==> src/rtl/i2s_pkg.sv <==
// Shared constants and elaboration helpers for the I2S/TDM master and its frame timer.
package i2s_pkg;

  localparam int unsigned MODE_I2S = 0;
  localparam int unsigned MODE_LJ  = 1;
  localparam int unsigned MODE_DSP = 2;

  function automatic int unsigned clog2(input int unsigned v);
    int unsigned r;
    r = 0;
    while ((32'd1 << r) < v) r++;
    return r;
  endfunction

  // Counter width that is never zero, even for a range of 1 or 2.
  function automatic int unsigned width_of(input int unsigned v);
    return (v <= 2) ? 1 : clog2(v);
  endfunction

  function automatic int unsigned frame_delay(input int unsigned mode);
    return (mode == MODE_LJ) ? 0 : 1;
  endfunction

  function automatic logic params_ok(input int unsigned dsz, input int unsigned slot_sz,
                                     input int unsigned nch, input int unsigned mode);
    return (dsz >= 1) && (slot_sz >= dsz) && (slot_sz >= 2) &&
           (nch >= 2) && (nch <= 16) && (mode <= MODE_DSP) &&
           ((mode == MODE_DSP) || (nch % 2 == 0));
  endfunction

endpackage

==> src/rtl/i2s_frame_timer.sv <==
// Frame position counter on the falling BCLK edge: k, delayed slot/bit position and LRCLK/FS.
module i2s_frame_timer
  import i2s_pkg::*;
#(
  parameter  int unsigned SLOT_SZ = 32,
  parameter  int unsigned NCH     = 2,
  parameter  int unsigned MODE    = MODE_I2S,
  localparam int unsigned SW      = width_of(NCH),
  localparam int unsigned BW      = width_of(SLOT_SZ)
)(
  input  logic          i2s_bclk,
  input  logic          reset,
  output logic          i2s_lrclk,
  output logic [SW-1:0] cur_slot,
  output logic [BW-1:0] cur_bit,
  output logic [SW-1:0] nxt_slot,
  output logic [BW-1:0] nxt_bit,
  output logic          frame_start,
  output logic          frame_end
);

  localparam int unsigned FRAME = NCH * SLOT_SZ;
  localparam int unsigned KW    = width_of(FRAME);
  localparam int unsigned P_RST = FRAME - 1 - frame_delay(MODE);

  localparam logic [KW-1:0] K_LAST = KW'(FRAME - 1);
  localparam logic [SW-1:0] S_LAST = SW'(NCH - 1);
  localparam logic [BW-1:0] B_LAST = BW'(SLOT_SZ - 1);
  localparam logic [SW-1:0] S_RST  = SW'(P_RST / SLOT_SZ);
  localparam logic [BW-1:0] B_RST  = BW'(P_RST % SLOT_SZ);

  logic [KW-1:0] k;
  logic [KW-1:0] k_nxt;

  function automatic logic lr_at(input logic [KW-1:0] kk);
    case (MODE)
      MODE_I2S: return 32'(kk) >= FRAME / 2;
      MODE_LJ:  return 32'(kk) <  FRAME / 2;
      MODE_DSP: return kk == '0;
      default:  return 1'b0;
    endcase
  endfunction

  // p = (k - DELAY) mod FRAME is kept as a slot/bit counter pair that steps
  // in lockstep with k, so no divider is needed to split it.
  always_comb begin
    k_nxt       = (k == K_LAST) ? '0 : k + KW'(1);
    nxt_bit     = (cur_bit == B_LAST) ? '0 : cur_bit + BW'(1);
    nxt_slot    = cur_slot;
    if (cur_bit == B_LAST)
      nxt_slot  = (cur_slot == S_LAST) ? '0 : cur_slot + SW'(1);
    frame_start = (cur_slot == '0) && (cur_bit == '0);
    frame_end   = (cur_slot == S_LAST) && (cur_bit == B_LAST);
  end

  always_ff @(negedge i2s_bclk or posedge reset) begin
    if (reset) begin
      k         <= K_LAST;
      cur_slot  <= S_RST;
      cur_bit   <= B_RST;
      i2s_lrclk <= lr_at(K_LAST);
    end else begin
      k         <= k_nxt;
      cur_slot  <= nxt_slot;
      cur_bit   <= nxt_bit;
      i2s_lrclk <= lr_at(k_nxt);
    end
  end

endmodule

==> src/rtl/i2s_tdm_master.sv <==
// I2S / left-justified / DSP-TDM bus master: frame-level TX capture and RX frame delivery.
module i2s_tdm_master
  import i2s_pkg::*;
#(
  parameter int unsigned DSZ     = 16,
  parameter int unsigned SLOT_SZ = 32,
  parameter int unsigned NCH     = 2,
  parameter int unsigned MODE    = MODE_I2S
)(
  input  logic               i2s_bclk,
  input  logic               reset,
  output logic               i2s_lrclk,
  output logic               i2s_sdout,
  input  logic               i2s_sdin,
  input  logic [NCH*DSZ-1:0] tx_data,
  input  logic               tx_valid,
  output logic               tx_ready,
  output logic               tx_underrun,
  output logic [NCH*DSZ-1:0] rx_data,
  output logic               rx_valid
);

  localparam int unsigned SW = width_of(NCH);
  localparam int unsigned BW = width_of(SLOT_SZ);

  if (!params_ok(DSZ, SLOT_SZ, NCH, MODE)) begin : g_bad_params
    $error("i2s_tdm_master: illegal DSZ/SLOT_SZ/NCH/MODE combination");
  end

  logic [SW-1:0] cur_slot, nxt_slot;
  logic [BW-1:0] cur_bit, nxt_bit;
  logic          frame_start, frame_end;

  i2s_frame_timer #(
    .SLOT_SZ (SLOT_SZ),
    .NCH     (NCH),
    .MODE    (MODE)
  ) u_timer (
    .i2s_bclk    (i2s_bclk),
    .reset       (reset),
    .i2s_lrclk   (i2s_lrclk),
    .cur_slot    (cur_slot),
    .cur_bit     (cur_bit),
    .nxt_slot    (nxt_slot),
    .nxt_bit     (nxt_bit),
    .frame_start (frame_start),
    .frame_end   (frame_end)
  );

  logic [NCH-1:0][DSZ-1:0] shadow, tx_in, tx_word_src;
  logic                    sd_nxt;

  assign tx_in = tx_valid ? tx_data : '0;

  // The falling edge that leaves the last frame position is the capture edge;
  // the bit driven on that edge must already come from the new word.
  always_comb begin
    tx_word_src = frame_end ? tx_in : shadow;
    sd_nxt      = 1'b0;
    for (int unsigned i = 0; i < NCH; i++)
      for (int unsigned j = 0; j < DSZ; j++)
        if (32'(nxt_slot) == i && 32'(nxt_bit) == DSZ - 1 - j)
          sd_nxt = tx_word_src[i][j];
  end

  always_ff @(negedge i2s_bclk or posedge reset) begin
    if (reset) begin
      shadow      <= '0;
      i2s_sdout   <= 1'b0;
      tx_ready    <= 1'b0;
      tx_underrun <= 1'b0;
    end else begin
      i2s_sdout   <= sd_nxt;
      tx_ready    <= frame_end;
      tx_underrun <= frame_end & ~tx_valid;
      if (frame_end)
        shadow <= tx_word_src;
    end
  end

  logic [NCH-1:0][DSZ-1:0] rx_sh, rx_sh_nxt;
  logic                    primed;

  always_comb begin
    rx_sh_nxt = rx_sh;
    for (int unsigned i = 0; i < NCH; i++)
      if (32'(cur_slot) == i && 32'(cur_bit) < DSZ)
        rx_sh_nxt[i] = DSZ'({rx_sh[i], i2s_sdin});
  end

  always_ff @(posedge i2s_bclk or posedge reset) begin
    if (reset) begin
      rx_sh    <= '0;
      rx_data  <= '0;
      rx_valid <= 1'b0;
      primed   <= 1'b0;
    end else begin
      rx_sh    <= rx_sh_nxt;
      rx_valid <= 1'b0;
      if (frame_start)
        primed <= 1'b1;
      if (frame_end && primed) begin
        rx_data  <= rx_sh_nxt;
        rx_valid <= 1'b1;
      end
    end
  end

endmodule
==> config.mk <==
export PLATFORM = sky130hd
export DESIGN_NAME = i2s_tdm_master
export DESIGN_NICKNAME = d
export VERILOG_FILES = /design/src/rtl/i2s_pkg.sv /design/src/rtl/i2s_frame_timer.sv /design/src/rtl/i2s_tdm_master.sv
export SDC_FILE = /design/constraint.sdc
export NUM_CORES = 1
export LEC_CHECK = 0
export CAP_MARGIN = 10
export CORE_MARGIN = 1.5
export CORE_UTILIZATION = 49
export CTS_CLUSTER_DIAMETER = 40
export DETAILED_ROUTE_END_ITERATION = 12
export PLACE_DENSITY = 0.72
export SYNTH_ARGS = -nofsm -noshare
export SYNTH_HDL_FRONTEND = slang
export SYNTH_SLANG_ARGS = --single-unit
==> constraint.sdc <==
create_clock -name i2s_bclk -period 4 [get_ports i2s_bclk]
set_input_delay 0.8 -clock i2s_bclk [delete_from_list [all_inputs] [get_ports i2s_bclk]]
set_output_delay 0.8 -clock i2s_bclk [all_outputs]
set_load 0.02 [all_outputs]
* Word-level counts from Yosys, hierarchy flattened
Index checks and enable logic that the tools add are counted.
Cells by class: add/sub/neg operators 3, magnitude comparators 2, equal/unequal tests 17, muxes and demuxes 41, bitwise gates (word level) 4, reduce and logical (&&, ||, !) cells 39
Operators by type and width (count):
- $mux 32 | 2
- $eq 5x4->1 const B | 8
- $logic_and 1x1->1 | 37
- $mux 1 | 35
- $mux 16 | 2
- $eq 5x3->1 const B | 4
- $eq 5x2->1 const B | 2
- $logic_not 5->1 | 2
- $add 6x1->6 const B | 1
- $eq 6x6->1 const B | 1
- $ge 6x6->1 const B | 1
- $mux 6 | 1
- $add 5x1->5 const B | 1
- $eq 5x1->1 const B | 1
- $eq 5x5->1 const B | 1
- $lt 5x5->1 const B | 1
- $mux 5 | 1
- $not 1->1 | 3
- $add 1x1->1 const B | 1
- $and 1x1->1 | 1
Word-level totals: flip-flop bits (word level) 114, input bits 36, output and inout port bits 37, logic and storage cells 120

* Longest topological paths before layout
Gate-level depths: netlist of the first run.
depth after elaboration 37, depth in mapped cells 15, depth with buffers taken out 11

* By module
Synthesis of the first run repeated with hierarchy kept, for this count alone.
Unflattened totals: cell total of the unflattened synthesis 378, area total of the unflattened synthesis 4906.0 µm²
By module, submodules not included:
- i2s_tdm_master | times used 1, cells each 332, area an instance 4336.7 µm², seq. area each 2527.4 µm²
- i2s_frame_timer | times used 1, cells each 46, area an instance 569.3 µm², seq. area each 340.3 µm²

==> flow_summary.yaml, run 1 <==
run_status:
  status: "complete, no violations"
route:
  viasPerCell: 5.48
  first_iter_violations: 207
  first_pass_iters: 5
  vias: 4039
  ant_nets: 0
  post-route-drc-count: 0
  routedWlPerCell_um: 16.8
  wl_um: 12400
cells_and_area:
  layout.nets: 629
  stdcell_count: 737
  areaGrowthSynthToFinish_pct: 32.4
  drive_gt1_frac: 0.240
  antennaDiodeCount: 0
floorplanning:
  rows: 37
  die_h_um: 106
  die_x_um: 106
  start_util: 0.505
  die_area_um2: 11300
  coreArea_um2: 10300
  pin_count: 73
place:
  dp.cells: 692
  portBuffers: 72
  place_ws_ns: -0.661
  gp_congestion: 0.947
  hpwl_um: 8200
critical_path:
  rr_endpoint: "rx_data[7]$_DFFE_PP0P_"
  cp-start-kind: "input pin"
  endpoint_kind: "flop"
  critPathRequiredTime_ns: 2.27
  path_class: "in2reg"
  crit_fanout: 2
  worstPathArrival_ns: 2.23
  worstRegToRegCells: 8
  setup.reg_to_reg.worst_slack_ns: 0.07
  r2r-start: "u_timer.cur_bit[1]$_DFF_NP1_"
min_path:
  hp-class: "reg2reg"
  worstHoldStart: "shadow[1]$_DFFE_NP0N_"
  holdPathEnd: "shadow[1]$_DFFE_NP0N_"
  worstHoldPathCells: 2
yosys:
  synth_edf_count: 0
  post-synth-top-count-cell: "nand2_1"
  yosysTopAreaCell: "dfrtp_1"
  ys_seq_area_frac: 0.550
  synth.area.top_cells: "dfrtp_1, dfrtn_1, mux2_2, nand2_1, dfstp_2"
  async_flop_share: 1.00
  synthTopCellsByCount: "nand2_1, dfrtp_1, mux2_2, dfrtn_1, nand3_1"
  synthFlopType: "dfrtp_1"
  synthesis.area_um2: 5220
  ys_types: 69
  syn_nets: 533
  ys_ff_latch: 114
  netlist.area_leader.share: 0.317
  syn_inst: 492
  synth_warnings: 0
  avgSynthCellArea_um2: 10.6
timing:
  setup_violations: 0
  fin_worst_skew_ns: 0.0698
  slew_headroom: 0.584
  tightest_slew_ns: 0.623
  final_hold_viol_count: 0
  setup_ws_ns: 0.0407
  slew_violations: 0
global_routing:
  grt.overflow.total: 0
  grt_max_degree: 34
  grtUsageTotal: 0.237
  antenna_found_initial: 0
  grt_pass1_wl_um: 20700
  grt_pass1_vias: 4199
clock_tree:
  cts-buffers-inserted: 17
  htree_levels: 4
  clk_path_buf_depth: 2
  clk_pin_slew_worst_paths_ns: 0.04
  postCtsHoldBufs: 0
  cts.sinks: 114
  cts_tree: "yes"
  worstSkewPairLatency_ns: 0.51
  clock-root-buffer: "clkbuf_8"
power_and_ir_drop:
  ir_drop_mv: 0.251
  p_per_area_nw_per_um2: 397
  p_leak_nw: 3.09
run:
  maxCapViolations: 0
worst max-delay path, cell delays in order:
cell and delay, ns:
clkdlybuf4s50_1 0.41, nand4_1 0.10, o21ai_2 0.09, nor2b_1 0.15, a2bb2o_1 0.29, a21oi_2 0.15, a21o_1 0.13, a41oi_2 0.11
area by class of cell:
type / instances / area (um^2)
repair buffers: 97 / 928
inverters: 16 / 85.1
clock buffers: 24 / 492
clock inverters: 20 / 116
well taps: 136 / 170
flip-flops and latches: 114 / 2870
multi-input cells: 330 / 2250
fillers: 787 / 3420
routing by layer:
metal	wire (um)	up-vias	global-route usage
met5	0	-	0
met4	252	0	0.100
met3	596	21	0.0601
met2	5940	113	0.376
met1	5630	2000	0.311
li1	-	1905	-
timing repair:
action	CTS	global route
pin swaps	0	10
endpoints found under the setup margin	5	4
buffers inserted	0	2
resized for setup	10	13
flip-flops by register name, indices dropped and copies added (netlist names):
signal and count:
primed 1, tx_underrun 1, rx_valid 1, tx_ready 1
i2s_sdout 1, u_timer.k 6, rx_data 32, u_timer.cur_slot 1
u_timer.cur_bit 5, shadow 32, u_timer.i2s_lrclk 1, rx_sh 32
cell families (layout without fill, tap and decap cells):
| group | after synthesis | count (layout) | share of synthesized area |
|---|---|---|---|
| AOI/OAI and AO/OA | 76 | 76 | 0.106 |
| xor gates and xnor gates | 4 | 4 | 0.00672 |
| and+or+nand+nor | 195 | 195 | 0.174 |
| buffers and inverters | 48 | 157 | 0.0437 |
| muxes | 50 | 50 | 0.108 |
| DFF | 114 | 114 | 0.550 |
| adders and majority gates | 5 | 5 | 0.0120 |
cells in the final DEF (no fill, tap or decap), drive strengths merged, types with 4 or more instances in the layout:
master,netlist,layout
clkbuf,7,25
o21bai,4,4
nand3,24,24
clkdlybuf4s50,0,65
dfrtn,36,36
o21ai,13,13
ha,5,5
dfstp,12,12
a21oi,17,17
a31oi,6,6
nor3,8,8
dfrtp,66,66
clkinv,1,5
nor2,14,14
buf,24,26
nand2b,4,4
nand2,111,111
a21boi,4,4
nor2b,4,4
mux2,49,49
nor4,4,4
inv,16,27
nand4,8,8
o31ai,5,5
per-stage QoR:
stage	instance area, um^2	setup TNS [ns]	utilization	hold WS, ns	total power, mW
2_1_floorplan	5370	-4.74	-	0.389	1.26
3_3_place_gp	6260	-1.11	0.606	0.406	1.31
3_5_place_dp	6260	-1.14	0.606	0.410	1.32
4_1_cts	6860	0	0.664	0.411	2.77
5_1_grt	6910	-0.0111	0.669	0.440	2.84
6_report	6910	0	0.669	0.412	2.74
worst max-delay path by stage:
stage,start,end
after floorplan,u_timer.cur_bit[1]$_DFF_NP1_,rx_data[0]$_DFFE_PP0P_
after global placement,tx_valid,i2s_sdout$_DFF_NP0_
after detailed placement,tx_valid,i2s_sdout$_DFF_NP0_
after CTS,tx_data[29],i2s_sdout$_DFF_NP0_
after global routing,tx_data[15],i2s_sdout$_DFF_NP0_
final,tx_data[15],i2s_sdout$_DFF_NP0_
report_power, final:
part | switching [mW] | leakage, nW | internal, mW
clock network | 0.545 | 0.335 | 0.920
registers | 0.00840 | 1.31 | 1.17
logic | 0.0444 | 1.44 | 0.0513
No activity file was read; power rests on OpenSTA's default activity.
==> run 2, diff against run 1 <==
--- a/config.mk
+++ b/config.mk
@@ -5,12 +5,12 @@
 export SDC_FILE = /design/constraint.sdc
 export NUM_CORES = 1
 export LEC_CHECK = 0
-export CAP_MARGIN = 10
 export CORE_MARGIN = 1.5
 export CORE_UTILIZATION = 49
 export CTS_CLUSTER_DIAMETER = 40
 export DETAILED_ROUTE_END_ITERATION = 12
 export PLACE_DENSITY = 0.72
+export SKIP_CTS_REPAIR_TIMING = 1
 export SYNTH_ARGS = -nofsm -noshare
 export SYNTH_HDL_FRONTEND = slang
 export SYNTH_SLANG_ARGS = --single-unit
==> run 2 against run 1 <==
Combinational power rose by 0.6%. Sequential cell count is the same. Global-route usage unchanged. Worst hold slack worse by 0.0014 ns. Clock skew shrank 0.00062 ns. Largest power group unchanged. Die area did not move.
==> flow_summary.yaml, run 2 (synthesis results as in run 1) <==
cells_and_area:
  post-route-util: 0.670
  stdcell_count: 737
  final_area_um2: 6920
  reg_top3: "rx_data: 32 flops, rx_sh: 32 flops, shadow: 32 flops"
  layout.nets: 629
  antennaDiodeCount: 0
  areaGrowthSynthToFinish_pct: 32.7
  drive_gt1_frac: 0.236
  final_common_cell: "nand2_1"
  final_cell_mix: "nand2_1, dfrtp_1, clkdlybuf4s50_1"
power_and_ir_drop:
  p_total_mw: 2.74
  p_leak_nw: 3.14
  ir_drop_mv: 0.251
  p_per_area_nw_per_um2: 396
critical_path:
  endpoint_kind: "flop"
  r2r-start: "u_timer.cur_bit[1]$_DFF_NP1_"
  rr_endpoint: "rx_data[7]$_DFFE_PP0P_"
  crit_fanout: 2
  worstPathArrival_ns: 2.23
  worstRegToRegCells: 8
  path_class: "in2reg"
  cp-start-kind: "input pin"
  critPathRequiredTime_ns: 2.26
  setup.reg_to_reg.worst_slack_ns: 0.06
floorplanning:
  start_util: 0.505
  pin_count: 73
  die_h_um: 106
  die_x_um: 106
  coreArea_um2: 10300
  rows: 37
  die_area_um2: 11300
place:
  dp.cells: 692
  gp_congestion: 0.947
  place_ws_ns: -0.661
  place_area_um2: 6260
  hpwl_um: 8200
  portBuffers: 72
route:
  wl_um: 12400
  routedWlPerCell_um: 16.9
  vias: 4072
  viasPerCell: 5.53
  post-route-drc-count: 0
  first_pass_iters: 4
  first_iter_violations: 176
  ant_nets: 0
clock_tree:
  clk_path_buf_depth: 2
  cts_tree: "yes"
  clk_pin_slew_worst_paths_ns: 0.04
  htree_levels: 4
  worstSkewPairLatency_ns: 0.51
  cts-buffers-inserted: 17
  cts.sinks: 114
  clock-root-buffer: "clkbuf_8"
min_path:
  holdPathEnd: "shadow[3]$_DFFE_NP0N_"
  worstHoldStart: "shadow[3]$_DFFE_NP0N_"
  hp-class: "reg2reg"
  worstHoldPathCells: 2
timing:
  tightest_slew_ns: 0.621
  slew_headroom: 0.586
  setup_ws_ns: 0.0323
  final_hold_viol_count: 0
  setup_violations: 0
  slew_violations: 0
  fin_worst_skew_ns: 0.0692
global_routing:
  grt.overflow.total: 0
  grt_pass1_vias: 4199
  grt_max_degree: 34
  grtUsageTotal: 0.237
  antenna_found_initial: 0
  grt_pass1_wl_um: 20700
run_status:
  status: "complete, no violations"
run:
  maxCapViolations: 0
run 2: cell types whose count changed in the layout (fill, tap and decap cells not counted):
cell,change
buf_2,-1
dlygate4sd2_1,-3
a21oi_1,+1
dlymetal6s2s_1,+4
a21oi_2,-1
run 2: power breakdown:
part | total [mW] | leakage (nW) | internal, mW | switching, mW
clock network | 1.46 | 0.335 | 0.920 | 0.543
registers | 1.18 | 1.31 | 1.17 | 0.00841
logic | 0.0963 | 1.49 | 0.0517 | 0.0446
total | 2.74 | 3.14 | 2.15 | 0.596
run 2: worst max-delay path by stage:
| stage | from | end | slack (ns) | cells past startpoint |
|---|---|---|---|---|
| finish | tx_data[15] | i2s_sdout$_DFF_NP0_ | 0.03 | 8 |
| global route | tx_data[15] | i2s_sdout$_DFF_NP0_ | -0.01 | 8 |
| CTS | u_timer.i2s_lrclk$_DFF_NP1_ | i2s_lrclk | -0.39 | 1 |
| detailed placement | tx_valid | i2s_sdout$_DFF_NP0_ | -0.66 | 9 |
| global placement | tx_valid | i2s_sdout$_DFF_NP0_ | -0.67 | 8 |
| floorplan | u_timer.cur_bit[1]$_DFF_NP1_ | rx_data[0]$_DFFE_PP0P_ | -0.16 | 11 |
run 2: per-stage QoR:
step	setup TNS, ns	hold slack, ns
after global placement	-1.11	0.406
after global routing	-0.0116	0.440
after CTS	-1.29	0.411
final	0	0.411
after floorplan	-4.74	0.389
after detailed placement	-1.14	0.410
run 2: worst max-delay path: stages:
cell,delay [ns]
clkdlybuf4s50_1,0.41
nand4_1,0.10
o21ai_2,0.09
nor2b_1,0.15
a2bb2o_1,0.29
a21oi_2,0.16
a21o_1,0.12
a41oi_2,0.11
run 2: area by class of cell:
| type | instances | area (um^2) |
|---|---|---|
| Multi-Input combinational cell | 330 | 2240 |
| Clock buffer | 24 | 492 |
| Inverter | 16 | 85.1 |
| Clock inverter | 20 | 116 |
| Timing Repair Buffer | 97 | 947 |
| Fill cell | 784 | 3400 |
| Sequential cell | 114 | 2870 |
| Tap cell | 136 | 170 |
run 2: routing by layer:
metal  vias up  global-route usage  part of all wire
met2       134               0.376              0.48
li1       1910                   -                 -
met1      1998               0.311              0.45
met5         -                   0                 0
met4         0               0.100             0.024
met3        30              0.0601             0.050
